--- src/rtl/alu_seq.sv ---
// Multi-cycle ALU: add/sub in 1 EXEC cycle, shift-add mul / restoring div in WIDTH cycles, done 1 cycle after EXEC.
// No queueing: parser_done_i is accepted only while not busy (IDLE or DONE) and is silently dropped otherwise.
module alu_seq #(
    parameter int WIDTH = 8
) (
    input  logic             clk_i,
    input  logic             rst_i,
    input  logic [WIDTH-1:0] a_i,
    input  logic [WIDTH-1:0] b_i,
    input  logic             data_type_i,
    input  logic [1:0]       op_i,
    input  logic             parser_done_i,
    output logic             busy_o,
    output logic             alu_done_o,
    output logic [WIDTH-1:0] result_o,
    output logic [WIDTH-1:0] rem_o,
    output logic             overflow_o,
    output logic             div_by_zero_o
);

    typedef enum logic [1:0] {
        S_IDLE = 2'd0,
        S_EXEC = 2'd1,
        S_DONE = 2'd2
    } state_t;

    localparam logic [1:0] OP_ADD = 2'd0;
    localparam logic [1:0] OP_SUB = 2'd1;
    localparam logic [1:0] OP_MUL = 2'd2;
    localparam logic [1:0] OP_DIV = 2'd3;
    localparam int         CW     = $clog2(WIDTH) + 1;
    localparam logic [WIDTH-1:0] MIN_VAL = {1'b1, {(WIDTH-1){1'b0}}};

    state_t               state_q, state_d;
    logic [WIDTH-1:0]     a_q, a_d;
    logic [WIDTH-1:0]     b_q, b_d;
    logic                 dt_q, dt_d;
    logic [1:0]           op_q, op_d;
    logic [2*WIDTH-1:0]   acc_q, acc_d;
    logic [CW-1:0]        cnt_q, cnt_d;
    logic [WIDTH-1:0]     result_q, result_d;
    logic [WIDTH-1:0]     rem_q, rem_d;
    logic                 ovf_q, ovf_d;
    logic                 dbz_q, dbz_d;

    function automatic logic [WIDTH-1:0] mag(input logic [WIDTH-1:0] x, input logic is_signed);
        return (is_signed && x[WIDTH-1]) ? -x : x;
    endfunction

    logic                 start;
    logic [WIDTH-1:0]     mag_ai, mag_bi, mag_aq, mag_bq;
    logic                 sign_a, sign_b, neg_res;
    logic [WIDTH-1:0]     acc_hi, acc_lo;
    logic [WIDTH:0]       mul_sum;
    logic [2*WIDTH-1:0]   mul_nxt, prod_fin;
    logic [WIDTH:0]       prod_top;
    logic [WIDTH:0]       div_shift, div_diff;
    logic [2*WIDTH-1:0]   div_nxt;
    logic [WIDTH-1:0]     quot_fin, rem_fin;
    logic [WIDTH:0]       add_full, sub_full;
    logic                 is_dz, is_min_neg1, last;

    assign start  = parser_done_i && (state_q != S_EXEC);
    assign mag_ai = mag(a_i, data_type_i);
    assign mag_bi = mag(b_i, data_type_i);
    assign mag_aq = mag(a_q, dt_q);
    assign mag_bq = mag(b_q, dt_q);
    assign sign_a  = dt_q && a_q[WIDTH-1];
    assign sign_b  = dt_q && b_q[WIDTH-1];
    assign neg_res = sign_a ^ sign_b;
    assign acc_hi  = acc_q[2*WIDTH-1:WIDTH];
    assign acc_lo  = acc_q[WIDTH-1:0];

    // Multiply step: acc = {partial product, remaining multiplier bits}, shifted right each cycle.
    assign mul_sum  = {1'b0, acc_hi} + (acc_lo[0] ? {1'b0, mag_aq} : {(WIDTH+1){1'b0}});
    assign mul_nxt  = {mul_sum, acc_lo[WIDTH-1:1]};
    assign prod_fin = neg_res ? -mul_nxt : mul_nxt;
    assign prod_top = prod_fin[2*WIDTH-1:WIDTH-1];

    // Divide step: acc = {partial remainder, dividend bits / quotient bits shifting in}.
    assign div_shift = {acc_hi, acc_lo[WIDTH-1]};
    assign div_diff  = div_shift - {1'b0, mag_bq};
    assign div_nxt   = {(div_diff[WIDTH] ? div_shift[WIDTH-1:0] : div_diff[WIDTH-1:0]),
                        acc_lo[WIDTH-2:0], ~div_diff[WIDTH]};
    assign quot_fin  = neg_res ? -div_nxt[WIDTH-1:0] : div_nxt[WIDTH-1:0];
    assign rem_fin   = sign_a ? -div_nxt[2*WIDTH-1:WIDTH] : div_nxt[2*WIDTH-1:WIDTH];

    assign add_full    = {1'b0, a_q} + {1'b0, b_q};
    assign sub_full    = {1'b0, a_q} - {1'b0, b_q};
    assign is_dz       = (op_q == OP_DIV) && (b_q == '0);
    assign is_min_neg1 = dt_q && (a_q == MIN_VAL) && (&b_q);
    assign last        = !op_q[1] || is_dz || (cnt_q == CW'(WIDTH - 1));

    always_comb begin
        state_d  = state_q;
        a_d      = a_q;
        b_d      = b_q;
        dt_d     = dt_q;
        op_d     = op_q;
        acc_d    = acc_q;
        cnt_d    = cnt_q;
        result_d = result_q;
        rem_d    = rem_q;
        ovf_d    = ovf_q;
        dbz_d    = dbz_q;

        case (state_q)
            S_IDLE, S_DONE: begin
                if (start) begin
                    state_d = S_EXEC;
                    a_d     = a_i;
                    b_d     = b_i;
                    dt_d    = data_type_i;
                    op_d    = op_i;
                    cnt_d   = '0;
                    acc_d   = {{WIDTH{1'b0}}, (op_i == OP_MUL) ? mag_bi : mag_ai};
                end else begin
                    state_d = S_IDLE;
                end
            end
            S_EXEC: begin
                acc_d = (op_q == OP_MUL) ? mul_nxt : div_nxt;
                cnt_d = cnt_q + CW'(1);
                if (last) begin
                    state_d = S_DONE;
                    rem_d   = '0;
                    dbz_d   = 1'b0;
                    case (op_q)
                        OP_ADD: begin
                            result_d = add_full[WIDTH-1:0];
                            ovf_d    = dt_q ? ((a_q[WIDTH-1] == b_q[WIDTH-1]) &&
                                               (add_full[WIDTH-1] != a_q[WIDTH-1]))
                                            : add_full[WIDTH];
                        end
                        OP_SUB: begin
                            result_d = sub_full[WIDTH-1:0];
                            ovf_d    = dt_q ? ((a_q[WIDTH-1] != b_q[WIDTH-1]) &&
                                               (sub_full[WIDTH-1] != a_q[WIDTH-1]))
                                            : sub_full[WIDTH];
                        end
                        OP_MUL: begin
                            result_d = prod_fin[WIDTH-1:0];
                            ovf_d    = dt_q ? !((&prod_top) || !(|prod_top))
                                            : (|prod_fin[2*WIDTH-1:WIDTH]);
                        end
                        default: begin
                            if (is_dz) begin
                                result_d = '1;
                                rem_d    = a_q;
                                ovf_d    = 1'b0;
                                dbz_d    = 1'b1;
                            end else begin
                                result_d = quot_fin;
                                rem_d    = rem_fin;
                                ovf_d    = is_min_neg1;
                            end
                        end
                    endcase
                end
            end
            default: state_d = S_IDLE;
        endcase
    end

    always_ff @(posedge clk_i) begin
        if (rst_i) begin
            state_q  <= S_IDLE;
            a_q      <= '0;
            b_q      <= '0;
            dt_q     <= 1'b0;
            op_q     <= OP_ADD;
            acc_q    <= '0;
            cnt_q    <= '0;
            result_q <= '0;
            rem_q    <= '0;
            ovf_q    <= 1'b0;
            dbz_q    <= 1'b0;
        end else begin
            state_q  <= state_d;
            a_q      <= a_d;
            b_q      <= b_d;
            dt_q     <= dt_d;
            op_q     <= op_d;
            acc_q    <= acc_d;
            cnt_q    <= cnt_d;
            result_q <= result_d;
            rem_q    <= rem_d;
            ovf_q    <= ovf_d;
            dbz_q    <= dbz_d;
        end
    end

    assign busy_o        = (state_q == S_EXEC);
    assign alu_done_o    = (state_q == S_DONE);
    assign result_o      = result_q;
    assign rem_o         = rem_q;
    assign overflow_o    = ovf_q;
    assign div_by_zero_o = dbz_q;

endmodule

--- config.mk ---
export PLATFORM = sky130hd
export DESIGN_NAME = alu_seq
export DESIGN_NICKNAME = d
export VERILOG_FILES = /design/src/rtl/alu_seq.sv
export SDC_FILE = /design/constraint.sdc
export NUM_CORES = 1
export LEC_CHECK = 0
export ABC_AREA = 0
export CORE_AREA = 2 2 119 98
export DETAILED_ROUTE_END_ITERATION = 10
export DIE_AREA = 0 0 121 100
export MAX_ROUTING_LAYER = met4
export PLACE_DENSITY = 0.71
export SLEW_MARGIN = 20
export SYNTH_ARGS = -nofsm -noshare
export SYNTH_HDL_FRONTEND = slang
export SYNTH_SLANG_ARGS = --single-unit
--- constraint.sdc ---
create_clock -name clk_i -period 5.9 [get_ports clk_i]
set_clock_uncertainty 0.2 [all_clocks]
set_input_delay 0.59 -clock clk_i [delete_from_list [all_inputs] [get_ports clk_i]]
set_output_delay 0.59 -clock clk_i [all_outputs]
set_load 0.01 [all_outputs]
Word level (Yosys, flattened, before mapping). Index checks and enable logic that the tools add are counted.

Output and inout port bits: 20. Input port bits: 22. Word-level logic and storage cells: 98. Bits in registers: 59.

Reductions and logical operators: 29. Add/subtract/negate cells: 12. Equality and inequality tests: 15. Bitwise operators: 2. Mux-type cells: 29.

Operators by type and width (number): 8-bit two-way mux (12); 16-bit two-way mux (3); 8-bit negation (6); 16-bit case mux with 2 select lines (1); 8-bit case mux with 3 select lines (1); 8-bit by 8-bit adder with 9-bit output (2); 16-bit negation (1); 1-bit logical AND (10); 9-bit AND reduction (1); 9-bit OR reduction (1); 8-bit by 8-bit subtractor with 9-bit output (1); 9-bit by 8-bit subtractor with 9-bit output (1); 2-bit equality test, second input constant (4); 8-bit equality test, second input constant (1); 8-bit logical NOT (1); 4-bit case mux with 2 select lines (1); 8-bit AND reduction (1); 8-bit OR reduction (1); 1-bit two-way mux (7); 2-bit AND reduction (3); 4-bit by 1-bit adder with 4-bit output, second input constant (1); 2-bit by 1-bit equality test with 1-bit output, second input constant (2); 4-bit by 3-bit equality test with 1-bit output, second input constant (1); 2-bit logical NOT (2); other kinds (15) (22).

Logic depth before layout (Yosys ltp).
Depth after elaboration: 12. Depth in mapped cells: 19. Gate-level depth less buffers: 18.

Worst setup path before layout. Ideal clock, no wire load.

Path type: flip-flop to flip-flop. From: reg b_q[1]. To: reg rem_q[6], in the netlist rem_o[6]. Clock period less this slack: 4.170 ns. Arrival: 3.844 ns. Setup slack: 1.730 ns. Cell stages (with the launch flop): 17. Setup time: 0.126 ns. Path through: dfxtp_1 > inv_1 > ha_1 > mux2_2 > fa_1 > nor2b_1 > o21ai_0 > o21ai_1 > o31ai_2 > xnor2_1 > buf_2 > mux2_2 > ha_1 > or3b_2 > o311ai_0 > xnor2_1 > o21ai_0.

Cells in the longest elaborated chain, start to end: 8.

Ends and longest elaborated chain: start, declared (RTL line 36) `logic [WIDTH-1:0] b_q, b_d;`; start signal, assigned (RTL line 169) `b_q <= '0;`; start signal, assigned (RTL line 181) `b_q <= b_d;`; 8-bit negation (RTL line 47) `return (is_signed && x[WIDTH-1]) ? -x : x;`; 8-bit two-way mux (RTL line 47); 9-bit by 8-bit subtractor with 9-bit output (RTL line 82) `assign div_diff = div_shift - {1'b0, mag_bq};`; 8-bit two-way mux (RTL line 83) `assign div_nxt = {(div_diff[WIDTH] ? div_shift[WIDTH-1:0] : div_diff[WIDTH-1:0]),`; 8-bit negation (RTL line 86) `assign rem_fin = sign_a ? -div_nxt[2*WIDTH-1:WIDTH] : div_nxt[2*WIDTH-1:WIDTH];`; 8-bit two-way mux (RTL line 86); 8-bit two-way mux (RTL line 147) `if (is_dz) begin`; 8-bit two-way mux (RTL line 128) `case (op_q)`; end signal, assigned (RTL line 187) `rem_q <= rem_d;`; end, declared (RTL line 42) `logic [WIDTH-1:0] rem_q, rem_d;`.

Several ways; a longest one is shown, not always the timed one. A chain may end at the register's enable or synchronous reset.

Worst setup path in the final report.
From: reg a_q[7]. To: reg ovf_q, in the netlist overflow_o.

Cells in the longest elaborated chain, start to end: 12.

Ends and longest elaborated chain: start, declared (RTL line 35) `logic [WIDTH-1:0] a_q, a_d;`; start signal, assigned (RTL line 168) `a_q <= '0;`; start signal, assigned (RTL line 180) `a_q <= a_d;`; 8-bit negation or 1-bit logical AND (tied branches) (RTL line 47, 68); 8-bit two-way mux (RTL line 47); 8-bit two-way mux (RTL line 75) `assign mul_sum = {1'b0, acc_hi} + (acc_lo[0] ? {1'b0, mag_aq} : {(WIDTH+1){1'b0}});`; 8-bit by 8-bit adder with 9-bit output (RTL line 75); 16-bit negation (RTL line 77) `assign prod_fin = neg_res ? -mul_nxt : mul_nxt;`; 16-bit two-way mux (RTL line 77); 9-bit OR reduction (RTL line 143) `ovf_d = dt_q ? !((&prod_top) || !(|prod_top))`; 1-bit logical NOT (RTL line 143); 1-bit logical OR (RTL line 143); 1-bit logical NOT (RTL line 143); 1-bit two-way mux (RTL line 143); 1-bit case mux with 3 select lines * (RTL line 128); end signal, assigned (RTL line 188) `ovf_q <= ovf_d;`; end, declared (RTL line 43) `logic ovf_q, ovf_d;`.

Mark *: on every way between the ends. The rest lies on a longest branch, timed or not.

==> impl_metrics.tcl <==
set metrics [dict create \
    peakVddDrop_mv 0.1953 \
    htreeDepth 3 \
    overflow 0 \
    final_core_util_pct 56.65 \
    final_cell_mix "nand2_1, nor2_1, a21oi_1, dfxtp_1, xnor2_1" \
    coreArea_um2 11080 \
    synth_area_leaders "dfxtp_1, ha_1, xnor2_1, nand2_1, a21oi_1" \
    synth-edff-count 0 \
    hold_end "rem_o[3]" \
    pre_cts_ws_ns 1.393 \
    path_max_fanout 11 \
    clockBufferDepth 2 \
    async_flop_share_pct 0 \
    gp_congestion 0.9990 \
    maxSlewHeadroom_pct 33.15 \
    syn-num-nets 806 \
    ys_seq_area_share_pct 21.41 \
    clock.fmax_mhz 218.0 \
    postLayoutSetupSlackWorst_ns 1.312 \
    fp.dieW_um 121 \
    numPortBuffers 41 \
    post_cts_buffers 0 \
    diodes 0 \
    dpl.hpwl_um 13700 \
    syn_area_per_cell_um2 7.467 \
    grt_usage_pct 31.79 \
    fin_crit_sh_pct 77.76 \
    synth_cell_types 75 \
    hold_path_depth 2 \
    hold_start "rem_o[3]" \
    num_rows 35 \
    slew_violations 0 \
    grt_pass1_wl_um 28580 \
    crit_type "flop to flop" \
    slowest_stage "dfxtp_1" \
    clk-insertion-delay-late_ns 0.34 \
    worst_slew_pin_slew_ns 1.000 \
    syn_area_um2 5518 \
    layout-drive-gt1-share_pct 7.068 \
    final_cells 912 \
    dp_cells 896 \
    fp.dieArea_um2 12100 \
    placed_cell_area_um2 5956 \
    start_util_pct 49.80 \
    timing.rr.end "overflow_o" \
    first_pass_iters 5 \
    cp.arrival_ns 4.61 \
    fin_tns_setup_ns 0 \
    synth_top_cell_area_share_pct 21.41 \
    slowest_delay_ns 0.68 \
    final_common_cell "nand2_1" \
    wl_um 18320 \
    wl_per_cell_um 20.09 \
    cp_top_family "simple AND/OR/NAND/NOR gates" \
    period_needed_ns 4.588 \
    cts_hold_buf 0 \
    p_per_area_nw_per_um2 267.2 \
    drt_iter0_markers 518 \
    path_cells "nand2_1 -> or3_1 -> a21oi_1 -> ha_1 -> a211oi_1 -> nor2_2 -> xnor2_4 -> nor4_1 -> a41oi_1 -> xnor2_1 -> nor4_2 -> a21oi_1 -> a211o_1" \
    cts_tree "built" \
    ant_nets 0 \
    fin_nets 826 \
    critPathRequiredTime_ns 5.92 \
    worstRegToRegCells 13 \
    drc 0 \
    crit_buf_inv 0 \
    cts.clk_slew.worst_paths_ns 0.05 \
    grt_pass1_vias 5165 \
    yosys_warnings 0 \
    hold_class "flop to flop" \
    cts_buffers 9 \
    avgViaCountPerCell 6.114 \
    reg2reg_from "a_q[7]" \
    yosysTopAreaCell "dfxtp_1" \
    cp-start-kind "flop" \
    path_common_cell "a21oi_1" \
    fillers 1052 \
    finalSetupViolCount 0 \
    ys_ff_latch 59 \
    r2r_slack_ns 1.31 \
    root_buffer "clkbuf_16" \
    vias 5576 \
    ios 42 \
    clock_sinks 59 \
    p_leak_nw 2.374 \
    hold_violations 0 \
    ctsResizeCount 0 \
    antenna_found_initial 0 \
    rsz0062_at_grt "no" \
    synth_ff_type "dfxtp_1" \
    syn_to_final_growth_pct 13.74 \
    die_y_um 100 \
    grt_max_degree 51 \
    drv_cap 0 \
    end_kind "flop" \
    status "completed" \
    final_area_um2 6276 \
    syn-instance-count 739 \
]
[cell usage after synthesis (3+ instances only)]
library cell,n
a2111oi_0,3
a211oi_1,14
a21o_1,8
a21oi_1,72
a221oi_1,3
a22oi_1,11
a311oi_1,9
a31oi_1,11
and2_1,4
and3_1,3
buf_2,5
clkbuf_1,25
clkbuf_8,3
dfxtp_1,59
fa_1,4
ha_1,41
inv_1,34
mux2_2,6
mux2i_1,8
nand2_1,102
nand2b_1,8
nand3_1,10
nand3b_1,3
nor2_1,77
nor2b_1,10
nor3_1,19
nor4_1,3
o211ai_1,6
o21ai_0,35
o21bai_1,3
o221ai_1,5
o31ai_1,7
o41ai_1,6
or2_2,5
or3_1,5
xnor2_1,45
xor2_1,22
[worst register-to-register path, cell delays in order, from the launching register on]
cell and delay [ns]:
dfxtp_1 0.68, nand2_1 0.34, or3_1 0.39, a21oi_1 0.16, ha_1 0.32, a211oi_1 0.38, nor2_2 0.14, xnor2_4 0.17
nor4_1 0.49, a41oi_1 0.24, xnor2_1 0.21, nor4_2 0.30, a21oi_1 0.14, a211o_1 0.32
[cell type report]
class	instances	area (um2)	share of cell area (%)
clock buffer	9	225.2	3.589
timing repair buffer	46	442.9	7.057
multi-input combinational	607	4014	63.96
inverter	36	135.1	2.153
clock inverter	7	92.59	1.475
sequential	59	1181	18.82
tap	148	185.2	2.951
[power breakdown]
part / internal (W) / total (W) / switching [W]
clock: 0.000368 / 0.000572 / 0.000204
sequential: 0.000427 / 0.000493 / 0.0000664
combinational: 0.000249 / 0.000612 / 0.000364
total: 0.00104 / 0.00168 / 0.000634
[through the flow]
step           total power [W]  hold WS [ns]
2_1_floorplan        0.0009198        0.2706
3_3_place_gp          0.001084        0.2370
3_5_place_dp          0.001095        0.2450
4_1_cts               0.001665        0.2572
5_1_grt               0.001759        0.2741
6_report              0.001677        0.2492
[kinds of logic after synthesis]
kind of cell,after synthesis,synth area share [%]
AND/OR/NAND/NOR,268,22.95
AO/OA/AOI/OAI,211,24.79
buffers and inverters,73,5.896
XOR/XNOR,68,11.13
flip-flops,59,21.41
adder cells (fa/ha/maj),45,10.75
multiplexers,15,3.084
[registers in the layout, summed over array words and instances (netlist names)]
name,cells
cnt_q,4
b_q,8
dt_q,1
rem_o,8
result_o,8
op_q,2
div_by_zero_o,1
overflow_o,1
a_q,8
state_q,2
acc_q,16
[layer usage]
| metal | vias up | global-route usage, % | share of wire, % |
|---|---|---|---|
| li1 | 2665 | - | - |
| met1 | 2613 | 44.62 | 45 |
| met2 | 260 | 46.50 | 43 |
| met3 | 38 | 5.284 | 8.3 |
| met4 | 0 | 10.29 | 2.8 |
| met5 | - | - | 0 |
[worst max-delay path by stage]
| stage | startpoint | endpoint | slack [ns] | depth (start not counted) |
|---|---|---|---|---|
| after global routing | a_q[7] | overflow_o | 1.10 | 13 |
| after detailed placement | a_q[7] | overflow_o | 1.39 | 13 |
| after global placement | a_q[7] | overflow_o | 1.48 | 13 |
| after floorplan | b_q[1] | rem_o[6] | 1.73 | 16 |
| final | a_q[7] | overflow_o | 1.31 | 13 |
| after CTS | a_q[7] | overflow_o | 1.38 | 13 |
No activity file was read; power rests on OpenSTA's default activity.
